$ cat config.mk
export PLATFORM = sky130hd
export DESIGN_NAME = cronometro_ctrl_flat
export DESIGN_NICKNAME = d
export VERILOG_FILES = /design/src/rtl/cronometro_pkg.sv /design/src/rtl/cronometro_if.sv /design/src/rtl/cronometro_bcd_mod.sv /design/src/rtl/cronometro_ctrl.sv /design/src/flat_wrapper.sv
export SDC_FILE = /design/constraint.sdc
export NUM_CORES = 1
export LEC_CHECK = 0
export ABC_AREA = 1
export CORE_MARGIN = 4
export CORE_UTILIZATION = 40
export CTS_BUF_LIST = sky130_fd_sc_hd__clkbuf_8
export DETAILED_ROUTE_END_ITERATION = 7
export GPL_TIMING_DRIVEN = 1
export PLACE_DENSITY = 0.66
export SLEW_MARGIN = 20
export SYNTH_ARGS = -nofsm -noshare
export SYNTH_HDL_FRONTEND = slang
export SYNTH_SLANG_ARGS = --single-unit
$ cat constraint.sdc
create_clock -name clk -period 2.09 [get_ports clk]
set_input_delay 0.418 -clock clk [delete_from_list [all_inputs] [get_ports clk]]
set_output_delay 0.418 -clock clk [all_outputs]
set_load 0.01 [all_outputs]
$ cat src/rtl/cronometro_pkg.sv
// rtl/cronometro_pkg.sv - shared command, state and BCD limit constants for the stopwatch
package cronometro_pkg;

    // Command levels from the button decoder
    localparam logic [1:0] PARA  = 2'd0;
    localparam logic [1:0] PAUSE = 2'd1;
    localparam logic [1:0] RESET = 2'd2;
    localparam logic [1:0] CONTA = 2'd3;

    // Controller states
    localparam logic [1:0] CLEAR = 2'd0;
    localparam logic [1:0] STOP  = 2'd1;
    localparam logic [1:0] RUN   = 2'd2;
    localparam logic [1:0] LAP   = 2'd3;

    // BCD digit limits
    localparam logic [3:0] BCD_MAX9 = 4'd9;
    localparam logic [3:0] BCD_MAX5 = 4'd5;

endpackage

$ cat src/rtl/cronometro_if.sv
// rtl/cronometro_if.sv - command input and display/status bundle of the stopwatch controller
interface cronometro_if;

    logic [1:0] estado;
    logic [7:0] disp_mm;
    logic [7:0] disp_ss;
    logic [7:0] disp_cs;
    logic       running;
    logic       lap_active;
    logic       wrap;
    logic [1:0] fsm_state;

    // Button decoder / bench side
    modport master (
        output estado,
        input  disp_mm, disp_ss, disp_cs, running, lap_active, wrap, fsm_state
    );

    // Controller side
    modport slave (
        input  estado,
        output disp_mm, disp_ss, disp_cs, running, lap_active, wrap, fsm_state
    );

endinterface

$ cat src/rtl/cronometro_bcd_mod.sv
// rtl/cronometro_bcd_mod.sv - two-digit BCD counter with synchronous clear and rollover carry
module cronometro_bcd_mod
    import cronometro_pkg::*;
#(
    parameter logic [3:0] TENS_MAX = BCD_MAX9
) (
    input  logic       clk,
    input  logic       rst,
    input  logic       clr,
    input  logic       inc,
    output logic [7:0] value,
    output logic       carry
);

    logic [7:0] value_q;
    logic [7:0] value_d;
    logic       units_max;
    logic       tens_max;

    assign units_max = (value_q[3:0] == BCD_MAX9);
    assign tens_max  = (value_q[7:4] == TENS_MAX);
    assign carry     = inc && units_max && tens_max;
    assign value     = value_q;

    // Next value: clear wins, otherwise units step and carry into tens, both roll at their limit
    always_comb begin
        value_d = value_q;
        if (clr) begin
            value_d = 8'h00;
        end else if (inc) begin
            if (!units_max) begin
                value_d[3:0] = value_q[3:0] + 4'd1;
            end else begin
                value_d[3:0] = 4'd0;
                value_d[7:4] = tens_max ? 4'd0 : value_q[7:4] + 4'd1;
            end
        end
    end

    // Digit register, rewritten every cycle from the next-value logic
    always_ff @(posedge clk or posedge rst) begin
        if (rst) begin
            value_q <= 8'h00;
        end else begin
            value_q <= value_d;
        end
    end

endmodule

$ cat src/rtl/cronometro_ctrl.sv
// rtl/cronometro_ctrl.sv - stopwatch timebase: prescaler, run/stop/lap FSM, BCD time and lap snapshot
module cronometro_ctrl #(
    parameter int DIV = 500000
) (
    input  logic clk,
    input  logic rst,
    cronometro_if.slave bus
);
    import cronometro_pkg::*;

    localparam int PW = $clog2(DIV);

    logic [1:0]    state_q;
    logic [1:0]    state_d;
    logic [PW-1:0] presc_q;
    logic [23:0]   snap_q;
    logic [23:0]   live;
    logic [23:0]   shown;
    logic          advancing;
    logic          tick;
    logic          cmd_reset;
    logic          cnt_inc;
    logic          cs_carry;
    logic          ss_carry;
    logic          mm_carry;
    logic          wrap_q;
    logic [7:0]    cs_val;
    logic [7:0]    ss_val;
    logic [7:0]    mm_val;

    assign cmd_reset = (bus.estado == RESET);
    assign advancing = (state_q == RUN) || (state_q == LAP);
    assign tick      = advancing && (presc_q == PW'(DIV - 1));
    // A reset command on a tick edge must not advance the counters
    assign cnt_inc   = tick && !cmd_reset;
    assign live      = {mm_val, ss_val, cs_val};

    // Next state from the command level; reset and conta act from any state
    always_comb begin
        state_d = state_q;
        case (bus.estado)
            RESET:   state_d = CLEAR;
            CONTA:   state_d = RUN;
            PARA:    state_d = STOP;
            PAUSE:   if (state_q == RUN) state_d = LAP;
            default: state_d = state_q;
        endcase
    end

    // State register
    always_ff @(posedge clk or posedge rst) begin
        if (rst) begin
            state_q <= CLEAR;
        end else begin
            state_q <= state_d;
        end
    end

    // Prescaler: runs in RUN/LAP, holds in STOP so a resume finishes the partial period
    always_ff @(posedge clk or posedge rst) begin
        if (rst) begin
            presc_q <= '0;
        end else if (cmd_reset || tick) begin
            presc_q <= '0;
        end else if (advancing) begin
            presc_q <= presc_q + PW'(1);
        end
    end

    // Lap snapshot: takes the pre-edge live time when RUN sees pause
    always_ff @(posedge clk or posedge rst) begin
        if (rst) begin
            snap_q <= 24'h000000;
        end else if (cmd_reset) begin
            snap_q <= 24'h000000;
        end else if ((state_q == RUN) && (bus.estado == PAUSE)) begin
            snap_q <= live;
        end
    end

    // Wrap pulse: the cycle after minutes roll 59 to 00
    always_ff @(posedge clk or posedge rst) begin
        if (rst) begin
            wrap_q <= 1'b0;
        end else begin
            wrap_q <= mm_carry;
        end
    end

    cronometro_bcd_mod #(.TENS_MAX(BCD_MAX9)) u_cs (
        .clk   (clk),
        .rst   (rst),
        .clr   (cmd_reset),
        .inc   (cnt_inc),
        .value (cs_val),
        .carry (cs_carry)
    );

    cronometro_bcd_mod #(.TENS_MAX(BCD_MAX5)) u_ss (
        .clk   (clk),
        .rst   (rst),
        .clr   (cmd_reset),
        .inc   (cs_carry),
        .value (ss_val),
        .carry (ss_carry)
    );

    cronometro_bcd_mod #(.TENS_MAX(BCD_MAX5)) u_mm (
        .clk   (clk),
        .rst   (rst),
        .clr   (cmd_reset),
        .inc   (ss_carry),
        .value (mm_val),
        .carry (mm_carry)
    );

    // Display mux: frozen snapshot in LAP, live time otherwise
    always_comb begin
        shown = live;
        if (state_q == LAP) begin
            shown = snap_q;
        end
    end

    assign bus.disp_mm    = shown[23:16];
    assign bus.disp_ss    = shown[15:8];
    assign bus.disp_cs    = shown[7:0];
    assign bus.running    = advancing;
    assign bus.lap_active = (state_q == LAP);
    assign bus.wrap       = wrap_q;
    assign bus.fsm_state  = state_q;

endmodule

$ cat src/flat_wrapper.sv
// flat-port wrapper written by rule: the top's interface ports become plain ports
module cronometro_ctrl_flat import cronometro_pkg::*;
#(
    parameter int DIV = 500000
)
  (clk, rst, bus_estado, bus_disp_mm, bus_disp_ss, bus_disp_cs, bus_running, bus_lap_active, bus_wrap, bus_fsm_state);
  cronometro_if bus_i ();
  input  logic clk;
  input  logic rst;
  input wire logic [$bits(bus_i.estado)-1:0] bus_estado;
  output wire logic [$bits(bus_i.disp_mm)-1:0] bus_disp_mm;
  output wire logic [$bits(bus_i.disp_ss)-1:0] bus_disp_ss;
  output wire logic [$bits(bus_i.disp_cs)-1:0] bus_disp_cs;
  output wire logic [$bits(bus_i.running)-1:0] bus_running;
  output wire logic [$bits(bus_i.lap_active)-1:0] bus_lap_active;
  output wire logic [$bits(bus_i.wrap)-1:0] bus_wrap;
  output wire logic [$bits(bus_i.fsm_state)-1:0] bus_fsm_state;
  assign bus_i.estado = bus_estado;
  assign bus_disp_mm = bus_i.disp_mm;
  assign bus_disp_ss = bus_i.disp_ss;
  assign bus_disp_cs = bus_i.disp_cs;
  assign bus_running = bus_i.running;
  assign bus_lap_active = bus_i.lap_active;
  assign bus_wrap = bus_i.wrap;
  assign bus_fsm_state = bus_i.fsm_state;
  cronometro_ctrl #(.DIV(DIV)) u_core (.clk(clk), .rst(rst), .bus(bus_i));
endmodule
Word-level counts from Yosys, hierarchy flattened
Cells that the tools add are included.
- register bits: 70
- bits of input ports: 4
- output and inout bits: 29
- word-level logic and storage cells: 76
- add/sub/neg operators: 7
- equality and inequality tests: 13
- mux-type cells: 22
- reductions and logical operators: 24
- operator list (kind ; count):
    24-bit two-way mux ; 3
    8-bit two-way mux ; 6
    19-bit two-way mux ; 2
    4-bit two-way mux ; 9
    4-bit by 1-bit adder with 4-bit output (second input constant) ; 6
    19-bit by 1-bit adder with 19-bit output (second input constant) ; 1
    19-bit equality test (second input constant) ; 1
    4-bit equality test (second input constant) ; 4
    2-bit nonzero test ; 8
    1-bit logical AND ; 9
    2-bit equality test (second input constant) ; 4
    4-bit by 3-bit equality test with 1-bit output (second input constant) ; 2
    2-bit case mux with 4 select lines ; 1
    2-bit AND reduction ; 3
    2-bit by 1-bit equality test with 1-bit output (second input constant) ; 1
    2-bit logical NOT ; 1
    1-bit logical OR ; 2
    2-bit two-way mux ; 1
    2-bit by 1-bit inequality test with 1-bit output (second input constant) ; 1
    1-bit logical NOT ; 1

Depth between registers and ports, before layout
Gate-level depths: netlist (run 1).
- word-level depth: 10
- depth in mapped cells: 11
- mapped depth without buffers: 11

Cells and area by module
Synthesis (run 1) repeated with hierarchy kept, for this count alone.
- cells, all modules: 569
- area total of the unflattened synthesis: 4164.0 µm²
- modules (own cells, without submodules) (module ; instances ; cells an instance ; area each (µm²)):
    cronometro_ctrl ; 1 ; 350 ; 2627.5
    cronometro_bcd_mod at u_core.u_mm ... ; 2 ; 73 ; 510.5
    cronometro_bcd_mod at u_core.u_cs ; 1 ; 73 ; 515.5

Worst setup path after synthesis (run 1)
Ideal clock, no wire load.
- path kind: reg-to-output
- from: register u_core.state_q[1], in the netlist u_core.bus.fsm_state[1]
- to: output bus_disp_mm[2]
- data arrival time: 1293 ps
- path slack: 379 ps
- cell stages (with the launch flop): 7
- path buffers: 3
- cell sequence: dfrtp_1 buf_4 nand2_1 buf_2 clkbuf_1 nand2_1 o21ai_0
- word-level cells in the longest chain between the ends: 2
- ends and longest elaborated chain (item ; line ; RTL):
    from (decl) ; cronometro_ctrl.sv:13 ; logic [1:0] state_q;
    from (signal assigned) ; cronometro_ctrl.sv:55 ; state_q <= state_d;
    2-bit equality test ; cronometro_ctrl.sv:120 ; if (state_q == LAP) begin
    24-bit two-way mux ; cronometro_ctrl.sv:120 ;
    to (decl) ; flat_wrapper.sv:11 ; output wire logic [$bits(bus_i.disp_mm)-1:0] bus_disp_mm;
Every way passes these cells.

Worst setup path in the final report (run 1)
- from: register u_core.state_q[0], in the netlist u_core.bus.fsm_state[0]
- to: output bus_lap_active
- word-level cells in the longest chain between the ends: 1
- ends and longest elaborated chain (item ; line ; RTL):
    2-bit equality test ; cronometro_ctrl.sv:129 ; assign bus.lap_active = (state_q == LAP);
    to (decl) ; flat_wrapper.sv:15 ; output wire logic [$bits(bus_i.lap_active)-1:0] bus_lap_active;
Every way passes these cells.

==> impl_metrics.csv, run 1 <==
group,metric,value,unit
run_status,outcome,"complete, no violations",
power,power.leakage,2.127,nW
placed_design,hpwlAfterDp,5779,um
clock_tree,cts_buffer_depth,2,
critical_path,critPathRequiredTime,1.67,ns
layout,layout-drive-gt1-share,9.213,%
critical_path,crit_chain,"nand2_4 -> buf_12 -> inv_1 -> clkdlybuf4s50_1",
placed_design,gp_congestion,0.8626,
timing,min_period_over_period,96.26,%
floorplanning,rows,35,
global_route,first_global_vias,3190,
clock_tree,clkLatencyLatePin,0.35,ns
critical_path,cp-endpoint,"bus_lap_active",
detailed_routing,drtAntennaViolNets,0,
placed_design,io_buffers,32,
detailed_routing,wl_per_cell,13.06,um
critical_path,start_kind,"register",
timing,relSlewSlack,74.84,%
timing,drv_slew,0,
layout,insertedDiodeCount,0,
detailed_routing,wl_met3,259,um
run,maxCapViolations,0,
logic_synthesis,synth_area,0.003824,mm^2
critical_path,reg2reg_to,"u_core.presc_q[0]$_DFFE_PP0P_",
logic_synthesis,synth_fp_nets,497,
clock_tree,numCtsBuffers,9,
clock_tree,clock-root-buffer,"clkbuf_8",
global_route,grt_pass1_wl,14690,um
timing,fin_skew,0.01429,ns
critical_path,worstSetupPathType,"reg -> out",
logic_synthesis,synthDistinctLibCells,31,
layout,final_common_cell,"nand2_1",
layout,mostFrequentLayoutCells,"nand2_1, inv_1, dfrtp_1",
timing,grt_setup_unrepaired,"no",
floorplanning,start_util,41.19,%
detailed_routing,dr.pass1.iters,5,
detailed_routing,top_layer_used,"met4",
layout,post-route-util,49.08,%
logic_synthesis,avgSynthCellArea,7.966,um^2
global_route,grt_overflow,0,
global_route,grt_max_degree,71,
power,total_power,3.556,mW
critical_path,regToRegSetupSlack,0.32,ns
critical_path,end_kind,"output pin",
critical_path,path_depth,4,
floorplanning,die_area,0.01119,mm^2
timing,fin_hold_ws,0.5155,ns
critical_path,crit_start,"u_core.bus.fsm_state[0]$_DFFE_PP0P_",
timing,setup_viol,0,
timing,setup_tns,0,ns
floorplanning,chipWidth,105.8,um
power,power_density,780.4,mW/mm^2
timing,worst_slew_pin_slew,0.3760,ns
global_route,antenna_found_initial,0,
layout,synthToLayoutAreaGrowth,19.18,%
detailed_routing,vias_per_cell,4.908,
floorplanning,die_h,105.8,um
detailed_routing,wl_met2,4353,um
logic_synthesis,syn_inst,480,
clock_tree,cts_hold_buffers,0,
logic_synthesis,synthArstFlopShare,100.0,%
detailed_routing,drt_first_iter_violations,145,
logic_synthesis,yosys_warnings,0,
timing,max_freq,497.1,MHz
detailed_routing,drt-met1-wl,3792,um
floorplanning,core_area,0.009284,mm^2
timing,hold_viol_final,0,
logic_synthesis,synth_edf_count,0,
clock_tree,h-tree-depth,3,
critical_path,path_buf_inv,3,
logic_synthesis,synthFlopType,"dfrtp_1",
global_route,grt_use_total,16.00,%
detailed_routing,vias,3190,
clock_tree,clkSlewWorstSetupHoldPaths,0.07,ns
logic_synthesis,synth-seq-area-share,45.81,%
clock_tree,tritoncts,"yes",
power,peakVddDrop,461.2,uV
logic_synthesis,ys_ff_latch,70,
critical_path,path_delay_family,"buffers and inverters",
critical_path,slowest_stage,"clkdlybuf4s50_1",
critical_path,reg2regPathDepth,8,
layout,nNetsFinal,533,
critical_path,r2r_start,"u_core.presc_q[0]$_DFFE_PP0P_",
clock_tree,clock-sinks,70,
critical_path,timing.critical_path.arrival,1.59,ns
critical_path,worst-path-max-fanout,25,
worst_hold_path,hold_class,"reg -> reg",
detailed_routing,drc,0,
timing,post-route-min-period,2.012,ns
floorplanning,pin_count,33,
detailed_routing,wirelength,8487,um
critical_path,slowest_delay,0.53,ns
## metal layers
metal  up-vias  GRT usage [%]
met3         8          3.307
met1      1506          19.57
met2        44          28.42
met5         -              0
met4         0          4.533
li1       1632              -
## state kept, by name, summed over array words and instances (netlist names)
| name | cells |
|---|---|
| u_core.u_ss.value | 8 |
| u_core.bus.fsm_state | 2 |
| u_core.bus.wrap | 1 |
| u_core.presc_q | 19 |
| u_core.u_cs.value | 8 |
| u_core.snap_q | 24 |
| u_core.u_mm.value | 8 |
## timing repair
item                       CTS  global route
cloned                       0             1
setup endpoints to repair   24             9
resized for setup           24             3
buffers inserted             0             1
## worst register-to-register path, cell delays in order, from the launching register on
cell and delay, ns:
dfrtp_1 0.40, ha_1 0.21, inv_1 0.09, nor3_1 0.14, nand3_1 0.21, o21ai_4 0.38
nor2_1 0.11, nand2_1 0.08, nand2_1 0.05
## cells in the mapped netlist, types with 4 or more instances
cell type | count | share of area, %
dfrtp_1 | 70 | 46
xnor2_1 | 8 | 1.8
nor2_1 | 33 | 3.2
clkbuf_1 | 8 | 0.79
nor2_4 | 4 | 1.2
nand3_1 | 45 | 5.9
nor2_2 | 7 | 1.1
o21ai_1 | 5 | 0.65
buf_2 | 6 | 0.79
xor2_1 | 6 | 1.4
nand4_1 | 7 | 1.1
o22ai_1 | 24 | 3.9
ha_1 | 13 | 4.3
inv_1 | 74 | 7.3
nor3_1 | 11 | 1.4
nand2_1 | 89 | 8.7
o21ai_0 | 44 | 5.8
a21oi_1 | 8 | 1.0
## report_power, final
group,switching [mW],internal (mW)
Sequential,0.148,1.48
Clock,0.512,0.700
Combinational,0.410,0.307
## cell families (layout without fill, tap and decap cells)
family	Yosys count	after routing	share of synthesized area, %
and+or+nand+nor	202	202	24.05
buffers and inverters	93	134	9.915
AOI/OAI and AO/OA	88	88	12.76
DFF	70	70	45.81
xor gates and xnor gates	14	14	3.207
adders and majority gates	13	13	4.254
## how the worst min path moves through the flow
| stage | startpoint | to | cells after the start |
|---|---|---|---|
| final | u_core.presc_q[1]$_DFFE_PP0P_ | u_core.presc_q[1]$_DFFE_PP0P_ | 2 |
| after global routing | u_core.snap_q[5]$_DFFE_PP0P_ | u_core.snap_q[5]$_DFFE_PP0P_ | 2 |
| after CTS | u_core.presc_q[1]$_DFFE_PP0P_ | u_core.presc_q[1]$_DFFE_PP0P_ | 2 |
| after detailed placement | u_core.presc_q[1]$_DFFE_PP0P_ | u_core.presc_q[1]$_DFFE_PP0P_ | 2 |
| after global placement | u_core.presc_q[1]$_DFFE_PP0P_ | u_core.presc_q[1]$_DFFE_PP0P_ | 2 |
| after floorplan | u_core.presc_q[1]$_DFFE_PP0P_ | u_core.presc_q[1]$_DFFE_PP0P_ | 2 |
## area by class of cell
type                            instances  area [um^2]
Fill cell                             930         4727
Sequential cell                        70         1752
Multi-Input combinational cell        317         1708
Timing Repair Buffer                   43        427.9
Inverter                               75        285.3
Tap cell                              129        161.4
Clock buffer                           10        137.6
Clock inverter                          6        85.08
## metrics by stage
step | cells | setup WS [ns] | instance area, um^2
floorplan | 480 | 0.3789 | 3827
global placement | 632 | 0.1646 | 4317
detailed placement | 632 | 0.1000 | 4317
CTS | 648 | 0.004531 | 4509
global route | 650 | 0.007211 | 4557
finish | 650 | 0.07826 | 4557
Note: power is estimated with default switching activity, not from simulation.
==> inputs of run 2 (changes only) <==
--- a/config.mk
+++ b/config.mk
@@ -12,7 +12,9 @@
 export DETAILED_ROUTE_END_ITERATION = 7
 export GPL_TIMING_DRIVEN = 1
 export PLACE_DENSITY = 0.66
-export SLEW_MARGIN = 20
+export SKIP_LAST_GASP = 1
+export SLEW_MARGIN = 40
 export SYNTH_ARGS = -nofsm -noshare
 export SYNTH_HDL_FRONTEND = slang
+export SYNTH_HIERARCHICAL = 1
 export SYNTH_SLANG_ARGS = --single-unit
==> impl_metrics.csv, run 2 <==
group,metric,value,unit
logic_synthesis,synth_area,0.004164,mm^2
placed_design,preCtsSetupSlack,-0.07889,ns
power,power.leakage,2.486,nW
run,maxCapViolations,0,
logic_synthesis,synth_edf_count,0,
layout,regMostFlops,"u_core/snap_q",
global_route,grt_use_total,16.77,%
global_route,grt_use_met1,22.22,%
clock_tree,clock-sinks,70,
run_status,outcome,"complete, no violations",
layout,nNetsFinal,648,
logic_synthesis,yosys_warnings,6,
layout,final_common_cell,"nand2_1",
layout,synthToLayoutAreaGrowth,21.97,%
critical_path,end_kind,"register",
clock_tree,cts_buffer_depth,2,
critical_path,worst-path-max-fanout,4,
power,power_density,546.5,mW/mm^2
critical_path,crit_start,"u_core/presc_q[0]$_DFFE_PP0P_",
floorplanning,rows,36,
critical_path,r2r_start,"u_core/presc_q[0]$_DFFE_PP0P_",
logic_synthesis,ys_ff_latch,70,
clock_tree,clkSlewWorstSetupHoldPaths,0.07,ns
logic_synthesis,synth.top_cells.by_count,"nand2_1, inv_1, dfrtp_1, nor2_1, nand3_1",
timing,setup_tns,0,ns
timing,post-route-min-period,2.027,ns
detailed_routing,wl_per_cell,12.39,um
clock_tree,tritoncts,"yes",
layout,insertedDiodeCount,0,
critical_path,timing.critical_path.arrival,2.31,ns
logic_synthesis,syn_inst,569,
clock_tree,numCtsBuffers,9,
global_route,grt_overflow,0,
logic_synthesis,synth_fp_nets,586,
logic_synthesis,synthArstFlopShare,100.0,%
timing,hold_viol_final,0,
critical_path,crit_chain,"ha_4 -> nand2_4 -> nor2_4 -> inv_2 -> nor2_4 -> nand3_4 -> nor2_4 -> nand4_4 -> nor2_4 -> nand4_4 -> nor2_4 -> nand4_2 -> nor2_2 -> nand2_1 -> nand2_1",
clock_tree,clock-root-buffer,"clkbuf_8",
logic_synthesis,synth-seq-area-share,42.07,%
floorplanning,chipWidth,110.0,um
global_route,first_global_vias,3523,
detailed_routing,vias,3662,
logic_synthesis,synthFlopType,"dfrtp_1",
floorplanning,die_h,110.0,um
timing,min_period_over_period,97.01,%
clock_tree,h-tree-depth,3,
layout,layout-drive-gt1-share,17.85,%
floorplanning,die_area,0.01211,mm^2
timing,setup_viol,0,
logic_synthesis,avgSynthCellArea,7.318,um^2
layout,largest_reg_flops,24,
critical_path,start_kind,"register",
critical_path,critPathRequiredTime,2.37,ns
layout,mostFrequentLayoutCells,"nand2_1, inv_1, dfrtp_1",
global_route,grt-busiest-layer,"met2",
global_route,antenna_found_initial,0,
detailed_routing,drc,0,
logic_synthesis,yosys.area.top_type,"dfrtp_1",
placed_design,gp_congestion,0.8652,
timing,drv_slew,0,
power,total_power,2.775,mW
global_route,grt_pass1_wl,16120,um
critical_path,cpMostUsedCell,"nor2_4",
detailed_routing,wirelength,9492,um
floorplanning,pin_count,33,
logic_synthesis,synth_area_leaders,"dfrtp_1, nand2_1, inv_1",
detailed_routing,dr.pass1.iters,4,
critical_path,slowest_stage,"dfrtp_1",
global_route,grtUsageMet2,27.64,%
placed_design,hpwlAfterDp,6734,um
critical_path,worstSetupPathType,"reg -> reg",
timing,worst_slew_pin_slew,0.3227,ns
timing,grt_setup_unrepaired,"yes",
critical_path,reg2reg_to,"u_core/u_mm/value[7]$_DFFE_PP0P_",
logic_synthesis,netlist.area_leader.share,42.07,%
detailed_routing,drtAntennaViolNets,0,
timing,relSlewSlack,78.46,%
worst_hold_path,hold_class,"in -> async",
critical_path,reg2regPathDepth,15,
detailed_routing,drt_first_iter_violations,195,
timing,fin_skew,0.01174,ns
layout,reg.largest.list,"u_core/snap_q x24, u_core/presc_q x19",
global_route,grtUsageMet3,3.611,%
critical_path,slowest_delay,0.40,ns
critical_path,regToRegSetupSlack,0.06,ns
timing,worst_slack,0.06258,ns
timing,max_freq,493.2,MHz
logic_synthesis,synthDistinctLibCells,29,
global_route,grt_max_degree,38,
floorplanning,core_area,0.009955,mm^2
power,peakVddDrop,385.9,uV
placed_design,io_buffers,32,
clock_tree,clkLatencyLatePin,0.34,ns
detailed_routing,vias_per_cell,4.781,
logic_synthesis,yosysMostFrequentCell,"nand2_1",
clock_tree,cts_hold_buffers,0,
floorplanning,start_util,41.83,%
==> run 2: cell types whose count changed after synthesis, sizes merged, moves of 3 or more <==
cell / delta
nor2: +44
o21ai: +3
xnor2: -4
a21oi: -4
nand3: +12
o22ai: -24
nor3: -8
nand2: +66
inv: +11
==> run 2: stage by stage <==
stage	std cells	instance area [um^2]	hold WS (ns)	utilization [%]
after global placement	748	4852	0.4955	48.74
final	766	5079	0.4415	51.02
after CTS	763	5017	0.4183	50.40
after floorplan	569	4212	0.2337	-
after global routing	766	5079	0.4637	51.02
after detailed placement	748	4852	0.5061	48.74
==> run 2: final cells by class <==
type / instances / area (um^2)
clock buffers: 9 / 123.9
clock inverters: 4 / 18.77
fillers: 965 / 4876
inverters: 86 / 322.8
multi-input cells: 397 / 2081
flip-flops and latches: 70 / 1753
well taps: 133 / 166.4
repair buffers: 67 / 613.1
==> run 2: power breakdown <==
part           switching, mW  internal, mW
clock                  0.490         0.400
sequential            0.0765          1.41
combinational          0.233         0.166
total                  0.799          1.98
==> run 2: cells by family (layout without fill, tap and decap cells) <==
family | after synthesis | after routing | synth area share (%)
AO/OA/AOI/OAI | 59 | 59 | 7.152
flip-flops | 70 | 70 | 42.07
adder cells (fa/ha/maj) | 13 | 13 | 3.906
XOR/XNOR | 8 | 8 | 1.683
buffers and inverters | 102 | 166 | 10.37
AND/OR/NAND/NOR | 317 | 317 | 34.83
==> run 2: metal layers <==
metal / vias up / routed length, um
met1: 1722 / 4588
met3: 5 / 295
met5: - / 0
met2: 36 / 4527
met4: 0 / 81
li1: 1899 / -
==> run 2: repair_timing <==
| action | in CTS | in global routing |
|---|---|---|
| setup buffers | 1 | 3 |
| gates resized for setup | 25 | 33 |
| gates cloned | 1 | 0 |
| setup endpoints to repair | 33 | 31 |
| pin swaps | 5 | 3 |
==> run 2: worst max-delay path, delay by kind of cell (launching register included) <==
family	cells	cell delay, ns
buf+inv	1	0.05
fa+ha+maj	1	0.17
simple gates	13	1.33
flops	1	0.40
==> run 2: worst max path at each step <==
stage,slack [ns],cells after the start,to
finish,0.06,15,u_core/u_mm/value[7]$_DFFE_PP0P_
global route,-0.13,17,u_core/u_mm/value[2]$_DFFE_PP0P_
CTS,-0.13,5,bus_disp_cs[3]
detailed placement,-0.08,16,u_core/u_mm/value[3]$_DFFE_PP0P_
global placement,-0.04,12,u_core/u_mm/value[3]$_DFFE_PP0P_
floorplan,-0.16,16,u_core/u_mm/value[3]$_DFFE_PP0P_
